[src/rtl/adder_tree_accum_pkg.sv]
// adder_tree_pkg: shared types, defaults and width helpers for the adder
// tree accumulator slice.
//   calc_in_width  : width of the registered tree sum for a given leaf width
//   calc_cnt_width : width of the in-block sample counter
//   calc_acc_width : accumulator / block-total width (no overflow possible)
package adder_tree_pkg;

  localparam int ADDER_WIDTH_DEF = 20;

  typedef enum logic {IDLE, ACCUM} accum_state_t;
  typedef enum logic {EMPTY, FULL} slot_state_t;

  function automatic int calc_in_width(input int adder_width);
    return adder_width + 1;
  endfunction

  function automatic int calc_cnt_width(input int acc_count);
    return $clog2(acc_count);
  endfunction

  // Summing acc_count values of in_width bits needs log2(acc_count) extra
  // bits when acc_count is a power of two.
  function automatic int calc_acc_width(input int in_width, input int acc_count);
    return in_width + $clog2(acc_count);
  endfunction

endpackage

[src/rtl/adder_tree_accum_if.sv]
// adder_tree_accum_if: stream bundle between the adder tree, the accumulator
// and the next datapath stage.
//   clear      : synchronous flush of the partial block
//   in_valid   : in_sum carries a new tree result
//   in_sum     : unsigned tree sum (IN_WIDTH)
//   out_valid  : out_data holds an unconsumed block total
//   out_ready  : downstream accepts out_data
//   out_data   : block total or mean (ACC_WIDTH)
//   sample_cnt : samples in the current partial block (CNT_WIDTH)
//   overrun    : sticky flag, a completed block was dropped
// master = producer/consumer environment, slave = accumulator.
interface adder_tree_accum_if
  import adder_tree_pkg::*;
#(
  parameter int IN_WIDTH  = calc_in_width(ADDER_WIDTH_DEF),
  parameter int ACC_WIDTH = calc_acc_width(IN_WIDTH, 16),
  parameter int CNT_WIDTH = calc_cnt_width(16)
);

  logic                 clear;
  logic                 in_valid;
  logic [IN_WIDTH-1:0]  in_sum;
  logic                 out_valid;
  logic                 out_ready;
  logic [ACC_WIDTH-1:0] out_data;
  logic [CNT_WIDTH-1:0] sample_cnt;
  logic                 overrun;

  modport master (
    output clear, in_valid, in_sum, out_ready,
    input  out_valid, out_data, sample_cnt, overrun
  );

  modport slave (
    input  clear, in_valid, in_sum, out_ready,
    output out_valid, out_data, sample_cnt, overrun
  );

endinterface

[src/rtl/adder_tree_accum_out_slot.sv]
// adder_tree_out_slot: single-entry valid/ready holding register.
// A load is accepted when the slot is empty or is being drained in the same
// cycle; a load into a full, stalled slot is dropped and raises a sticky
// overrun flag (cleared only by rst). Held data never changes while full.
//   clk, rst   : clock, async active-high reset
//   load_i     : new value presented on data_i
//   data_i     : value to hold
//   ready_i    : downstream accepts data_o this cycle
//   valid_o    : data_o is unconsumed
//   data_o     : held value
//   overrun_o  : sticky drop flag
module adder_tree_out_slot
  import adder_tree_pkg::*;
#(
  parameter int WIDTH = 25
) (
  input  logic             clk,
  input  logic             rst,
  input  logic             load_i,
  input  logic [WIDTH-1:0] data_i,
  input  logic             ready_i,
  output logic             valid_o,
  output logic [WIDTH-1:0] data_o,
  output logic             overrun_o
);

  slot_state_t      state_q;
  logic [WIDTH-1:0] data_q;
  logic             overrun_q;

  always_ff @(posedge clk or posedge rst) begin
    if (rst) begin
      state_q   <= EMPTY;
      data_q    <= '0;
      overrun_q <= 1'b0;
    end else begin
      case (state_q)
        EMPTY: begin
          if (load_i) begin
            data_q  <= data_i;
            state_q <= FULL;
          end
        end
        FULL: begin
          if (load_i) begin
            if (ready_i) begin
              // drain and refill in the same cycle keeps the slot full
              data_q <= data_i;
            end else begin
              overrun_q <= 1'b1;
            end
          end else if (ready_i) begin
            state_q <= EMPTY;
          end
        end
        default: state_q <= EMPTY;
      endcase
    end
  end

  assign valid_o   = (state_q == FULL);
  assign data_o    = data_q;
  assign overrun_o = overrun_q;

endmodule

[src/rtl/adder_tree_accum.sv]
// adder_tree_accum: accumulates ACC_COUNT consecutive adder-tree sums into a
// block total and hands it to the next stage through a one-entry output slot.
// The input side never stalls; a block completing into a stalled full slot
// is dropped and flagged on overrun.
//   clk  : rising-edge clock shared with the adder tree
//   rst  : asynchronous active-high reset
//   bus  : adder_tree_accum_if.slave (clear, in_valid/in_sum,
//          out_valid/out_ready/out_data, sample_cnt, overrun)
// ACC_COUNT must be a power of two in 2..256.
// Optional build macro ADDER_TREE_ACCUM_MEAN_EN: when defined, out_data is the
// truncating mean (block total >> log2(ACC_COUNT)) instead of the total.
//
// state | meaning
// IDLE  | no samples in the current block, acc and count are zero
// ACCUM | 1..ACC_COUNT-1 samples accumulated
module adder_tree_accum
  import adder_tree_pkg::*;
#(
  parameter int ADDER_WIDTH = ADDER_WIDTH_DEF,
  parameter int IN_WIDTH    = calc_in_width(ADDER_WIDTH),
  parameter int ACC_COUNT   = 16
) (
  input logic                clk,
  input logic                rst,
  adder_tree_accum_if.slave  bus
);

  localparam int ACC_WIDTH = calc_acc_width(IN_WIDTH, ACC_COUNT);
  localparam int CNT_WIDTH = calc_cnt_width(ACC_COUNT);
  localparam logic [CNT_WIDTH-1:0] LAST_CNT = CNT_WIDTH'(ACC_COUNT - 1);

  accum_state_t         state_q;
  logic [ACC_WIDTH-1:0] acc_q;
  logic [CNT_WIDTH-1:0] cnt_q;

  logic                 accept;
  logic                 complete;
  logic [ACC_WIDTH-1:0] block_total_d;
  logic [ACC_WIDTH-1:0] slot_data_d;

  logic                 slot_valid;
  logic [ACC_WIDTH-1:0] slot_data;
  logic                 slot_overrun;

  // clear has priority: a sample arriving with clear is discarded
  assign accept        = bus.in_valid && !bus.clear;
  assign complete      = accept && (state_q == ACCUM) && (cnt_q == LAST_CNT);
  assign block_total_d = acc_q + ACC_WIDTH'(bus.in_sum);

`ifdef ADDER_TREE_ACCUM_MEAN_EN
  assign slot_data_d = block_total_d >> CNT_WIDTH;
`else
  assign slot_data_d = block_total_d;
`endif

  always_ff @(posedge clk or posedge rst) begin
    if (rst) begin
      state_q <= IDLE;
      acc_q   <= '0;
      cnt_q   <= '0;
    end else if (bus.clear) begin
      state_q <= IDLE;
      acc_q   <= '0;
      cnt_q   <= '0;
    end else if (bus.in_valid) begin
      case (state_q)
        IDLE: begin
          acc_q   <= ACC_WIDTH'(bus.in_sum);
          cnt_q   <= CNT_WIDTH'(1);
          state_q <= ACCUM;
        end
        ACCUM: begin
          if (cnt_q == LAST_CNT) begin
            acc_q   <= '0;
            cnt_q   <= '0;
            state_q <= IDLE;
          end else begin
            acc_q <= block_total_d;
            cnt_q <= cnt_q + CNT_WIDTH'(1);
          end
        end
        default: state_q <= IDLE;
      endcase
    end
  end

  adder_tree_out_slot #(
    .WIDTH (ACC_WIDTH)
  ) u_out_slot (
    .clk       (clk),
    .rst       (rst),
    .load_i    (complete),
    .data_i    (slot_data_d),
    .ready_i   (bus.out_ready),
    .valid_o   (slot_valid),
    .data_o    (slot_data),
    .overrun_o (slot_overrun)
  );

  assign bus.out_valid  = slot_valid;
  assign bus.out_data   = slot_data;
  assign bus.overrun    = slot_overrun;
  assign bus.sample_cnt = cnt_q;

endmodule
[src/flat_wrapper.sv]
// flat-port wrapper written by rule: the top's interface ports become plain ports
module adder_tree_accum_flat import adder_tree_pkg::*;
#(
  parameter int ADDER_WIDTH = ADDER_WIDTH_DEF,
  parameter int IN_WIDTH    = calc_in_width(ADDER_WIDTH),
  parameter int ACC_COUNT   = 16
)
  (clk, rst, bus_clear, bus_in_valid, bus_in_sum, bus_out_ready, bus_out_valid, bus_out_data, bus_sample_cnt, bus_overrun);
  adder_tree_accum_if #(.IN_WIDTH(IN_WIDTH)) bus_i ();
  input logic clk;
  input logic rst;
  input wire logic [$bits(bus_i.clear)-1:0] bus_clear;
  input wire logic [$bits(bus_i.in_valid)-1:0] bus_in_valid;
  input wire logic [$bits(bus_i.in_sum)-1:0] bus_in_sum;
  input wire logic [$bits(bus_i.out_ready)-1:0] bus_out_ready;
  output wire logic [$bits(bus_i.out_valid)-1:0] bus_out_valid;
  output wire logic [$bits(bus_i.out_data)-1:0] bus_out_data;
  output wire logic [$bits(bus_i.sample_cnt)-1:0] bus_sample_cnt;
  output wire logic [$bits(bus_i.overrun)-1:0] bus_overrun;
  assign bus_i.clear = bus_clear;
  assign bus_i.in_valid = bus_in_valid;
  assign bus_i.in_sum = bus_in_sum;
  assign bus_i.out_ready = bus_out_ready;
  assign bus_out_valid = bus_i.out_valid;
  assign bus_out_data = bus_i.out_data;
  assign bus_sample_cnt = bus_i.sample_cnt;
  assign bus_overrun = bus_i.overrun;
  adder_tree_accum #(.ADDER_WIDTH(ADDER_WIDTH), .IN_WIDTH(IN_WIDTH), .ACC_COUNT(ACC_COUNT)) u_core (.clk(clk), .rst(rst), .bus(bus_i));
endmodule
[config.mk]
export PLATFORM = sky130hd
export DESIGN_NAME = adder_tree_accum_flat
export DESIGN_NICKNAME = d
export VERILOG_FILES = /design/src/rtl/adder_tree_accum_pkg.sv /design/src/rtl/adder_tree_accum_if.sv /design/src/rtl/adder_tree_accum_out_slot.sv /design/src/rtl/adder_tree_accum.sv /design/src/flat_wrapper.sv
export SDC_FILE = /design/constraint.sdc
export NUM_CORES = 1
export LEC_CHECK = 0
export CORE_MARGIN = 2
export CORE_UTILIZATION = 54
export DETAILED_ROUTE_END_ITERATION = 8
export HOLD_SLACK_MARGIN = 0.15
export PLACE_DENSITY = 0.8
export SLEW_MARGIN = 40
export SYNTH_ARGS = -nofsm -noshare
export SYNTH_HDL_FRONTEND = slang
export SYNTH_HIERARCHICAL = 1
export SYNTH_SLANG_ARGS = --single-unit
export TNS_END_PERCENT = 100
[constraint.sdc]
create_clock -name clk -period 3.4 [get_ports clk]
set_clock_uncertainty 0.05 [all_clocks]
set_input_delay 0.68 -clock clk [delete_from_list [all_inputs] [get_ports clk]]
set_output_delay 0.68 -clock clk [all_outputs]
set_load 0.02 [all_outputs]
==> impl_metrics.tcl <==
set metrics [dict create \
    status "complete, no violations" \
    ys_seq_area_frac 0.397 \
    critPathLaunch "bus_in_sum[0]" \
    fmax_mhz 314 \
    ys_ff_latch 57 \
    synth_edf_count 0 \
    clkTransAtPathRegs_ns 0.07 \
    synth_area_sq_mm 0.00360 \
    avgViaCountPerCell 6.04 \
    vias 3057 \
    postCtsHoldBufs 0 \
    cpPeakStageDelay_ns 0.48 \
    die_w_um 85.6 \
    routedWlPerCell_um 16.5 \
    max_slew.worst_pin.slew_ns 0.497 \
    p_leak_nw 2.20 \
    cp-end-kind "flip-flop" \
    maxSlewViolCount 0 \
    maxCapViolCount 0 \
    ys_types 54 \
    avgSynthCellArea_sq_um 10.1 \
    power_density_mw_per_mm2 416 \
    dp.final_hpwl_um 5750 \
    critPathLaunchType "input port" \
    r2r_slack_ns 0.70 \
    cts_setup_buffers 0 \
    hold_viol_final 0 \
    drtAntennaViolNets 0 \
    cp_max_fo 3 \
    dieArea_sq_mm 0.00733 \
    hp-class "reg2reg" \
    max-slew-margin-rel 0.668 \
    required_ns 3.58 \
    gp_congestion 0.870 \
    cp_cell_sequence "clkdlybuf4s50_1 > ha_1 > inv_1 > fa_1 > nand2b_1 > a21oi_2 > o2111ai_2 > o21a_2 > o31ai_2 > nand2_1 > xnor2_1 > mux2_4" \
    initial_core_util 0.563 \
    cp_num_cells 12 \
    max-vdd-ir-drop_mv 0.284 \
    grt_pass1_wl_um 13600 \
    grt_antenna_before_repair 0 \
    crit_family "compound AO/OA/AOI/OAI gates" \
    crit_end "u_core/u_out_slot/data_o[22]" \
    critPathKind "in2reg" \
    fillerInstances 472 \
    period_share 0.938 \
    ys_async_sr_fraction 1.00 \
    diodes 0 \
    r2r_start "u_core/acc_q[0]" \
    finalSetupViolCount 0 \
    period_minus_slack_ns 3.19 \
    cts_root_buf "clkbuf_8" \
    cts_resized 0 \
    grt-ovfl-total 0 \
    synth.top_cell.area_share 0.397 \
    cts.htree.levels 3 \
    crit_buf_inv 2 \
    crit_slowest_cell "clkdlybuf4s50_1" \
    layout-drive-gt1-share 0.156 \
    drc 0 \
    coreArea_sq_mm 0.00639 \
    netlist_instances 356 \
    grt_max_degree 31 \
    numPortBuffers 56 \
    ys.flop_type "dfrtp_1" \
    yosysTopAreaCell "dfrtp_1" \
    cts.sinks 57 \
    clk-insertion-delay-late_ns 0.35 \
    r2r-end "u_core/u_out_slot/data_o[22]" \
    fin_setup_tns_ns 0 \
    wl_um 8370 \
    nNetsFinal 473 \
    grt_setup_unrepaired "no" \
    cts_tree "done" \
    grt_pass1_vias 2878 \
    synth_nets 405 \
    area_growth_pct 25.3 \
    yosys-top-cells-area "dfrtp_1, mux2_4, ha_1" \
    rr_worst_depth 11 \
    worstPathArrival_ns 3.37 \
    grt_usage 0.235 \
    dr.pass1.iters 5 \
    cts_buffer_depth 2 \
    numCtsBuffers 9 \
    final_core_util 0.706 \
    io_pins 57 \
    die_h_um 85.6 \
    rows 29 \
    drt_iter0_markers 175 \
    yosysWarnings 6 \
]
worst reg2reg max path, cell delays in order (launching register included):
cell and delay [ns]:
dfrtp_1 0.35, ha_1 0.17, inv_1 0.06, fa_1 0.38
nand2b_1 0.19, a21oi_2 0.16, o2111ai_2 0.15, o21a_2 0.25
o31ai_2 0.29, nand2_1 0.14, xnor2_1 0.14, mux2_4 0.26
layout by cell type (no fill, tap or decap), types with 2 or more instances in the layout:
cell | synthesis | routed
a21o_1 | 7 | 7
nand2b_1 | 5 | 5
nor2b_1 | 3 | 3
dfrtp_1 | 57 | 57
nand3_1 | 11 | 11
a31oi_1 | 4 | 4
or3_1 | 5 | 5
nand2_1 | 34 | 34
xor2_1 | 5 | 5
mux2_2 | 5 | 5
clkinv_2 | 0 | 2
inv_1 | 20 | 20
a222oi_1 | 8 | 8
a22o_1 | 7 | 7
bufinv_16 | 0 | 2
nor2_1 | 25 | 25
clkdlybuf4s50_1 | 0 | 56
o211ai_1 | 2 | 2
nor3_1 | 6 | 5
clkbuf_8 | 0 | 11
xnor2_2 | 2 | 2
xnor2_1 | 16 | 16
o21bai_1 | 2 | 2
a21oi_1 | 26 | 26
o21ai_1 | 2 | 2
buf_4 | 0 | 12
o21ai_0 | 14 | 14
ha_1 | 22 | 22
a211oi_1 | 2 | 2
a21oi_2 | 2 | 2
and3_1 | 2 | 2
nand4_1 | 3 | 3
mux2_4 | 20 | 20
a22oi_1 | 7 | 7
Yosys cell counts (2+ instances only):
cell      number
a31oi_1        4
a22o_1         7
o21ai_0       14
xnor2_2        2
xnor2_1       16
nand2b_1       5
a22oi_1        7
nand2_1       34
a21oi_1       26
or3_1          5
a222oi_1       8
ha_1          22
nand3_1       11
mux2_2         5
mux2_4        20
a21o_1         7
a211oi_1       2
xor2_1         5
and3_1         2
nor2b_1        3
o211ai_1       2
clkbuf_1       7
o21bai_1       2
dfrtp_1       57
nor3_1         6
nand4_1        3
buf_12         2
inv_1         20
a21oi_2        2
o21ai_1        2
nor2_1        25
worst min path at each step:
stage / startpoint / to / slack (ns) / depth (start not counted)
6_report: u_core/u_out_slot/overrun_o / u_core/u_out_slot/overrun_o / 0.43 / 1
5_1_grt: u_core/u_out_slot/overrun_o / u_core/u_out_slot/overrun_o / 0.46 / 1
3_5_place_dp: u_core/u_out_slot/overrun_o / u_core/u_out_slot/overrun_o / 0.41 / 1
3_3_place_gp: u_core/u_out_slot/overrun_o / u_core/u_out_slot/overrun_o / 0.41 / 1
4_1_cts: u_core/u_out_slot/overrun_o / u_core/u_out_slot/overrun_o / 0.43 / 1
2_1_floorplan: u_core/acc_q[0] / u_core/acc_q[0] / 0.43 / 2
stage by stage:
step / area [sq um] / setup WS, ns / std cells / total power, mW / hold slack, ns
2_1_floorplan: 3600 / 0.535 / 356 / 1.02 / 0.430
3_3_place_gp: 4280 / -0.0527 / 490 / 1.13 / 0.414
3_5_place_dp: 4280 / -0.135 / 490 / 1.14 / 0.412
4_1_cts: 4510 / 0.219 / 506 / 1.88 / 0.430
5_1_grt: 4510 / 0.0784 / 506 / 1.96 / 0.461
6_report: 4510 / 0.211 / 506 / 1.87 / 0.425
registers in the layout, summed over array words and instances (netlist names):
name / cells
u_core/acc_q: 25
u_core/bus.sample_cnt: 4
u_core/state_q: 1
u_core/u_out_slot/data_o: 25
u_core/u_out_slot/overrun_o: 1
u_core/u_out_slot/valid_o: 1
layout make-up:
type                    count  area [sq um]  share of cell area
repair buffers             68           651               0.144
clock buffers              11           151              0.0336
multi-input cells         268          2030               0.450
flip-flops and latches     57          1430               0.316
inverters                  20          75.1              0.0167
well taps                  77          96.3              0.0214
clock inverters             5          77.6              0.0172
report_power, final:
group	total [mW]	internal [mW]	leakage, nW	switching, mW
Clock	0.740	0.450	0.115	0.290
Combinational	0.414	0.177	1.31	0.237
Sequential	0.720	0.703	0.780	0.0173
routing by layer:
| layer | vias up | GRT usage | routed length (um) |
|---|---|---|---|
| met5 | - | 0 | 0 |
| met4 | 0 | 0.101 | 127 |
| met3 | 13 | 0.0520 | 482 |
| met2 | 109 | 0.379 | 4000 |
| met1 | 1502 | 0.305 | 3760 |
| li1 | 1433 | - | - |
kinds of logic (layout without fill, tap and decap cells):
group,count (synthesis),count (layout),synth area share
xor+xnor,23,23,0.0602
simple gates,101,101,0.134
compound gates,96,96,0.186
fa+ha+maj,23,23,0.0821
mux,25,25,0.0991
flops,57,57,0.397
buf+inv,31,104,0.0421
Note: power is estimated with default switching activity, not from simulation.
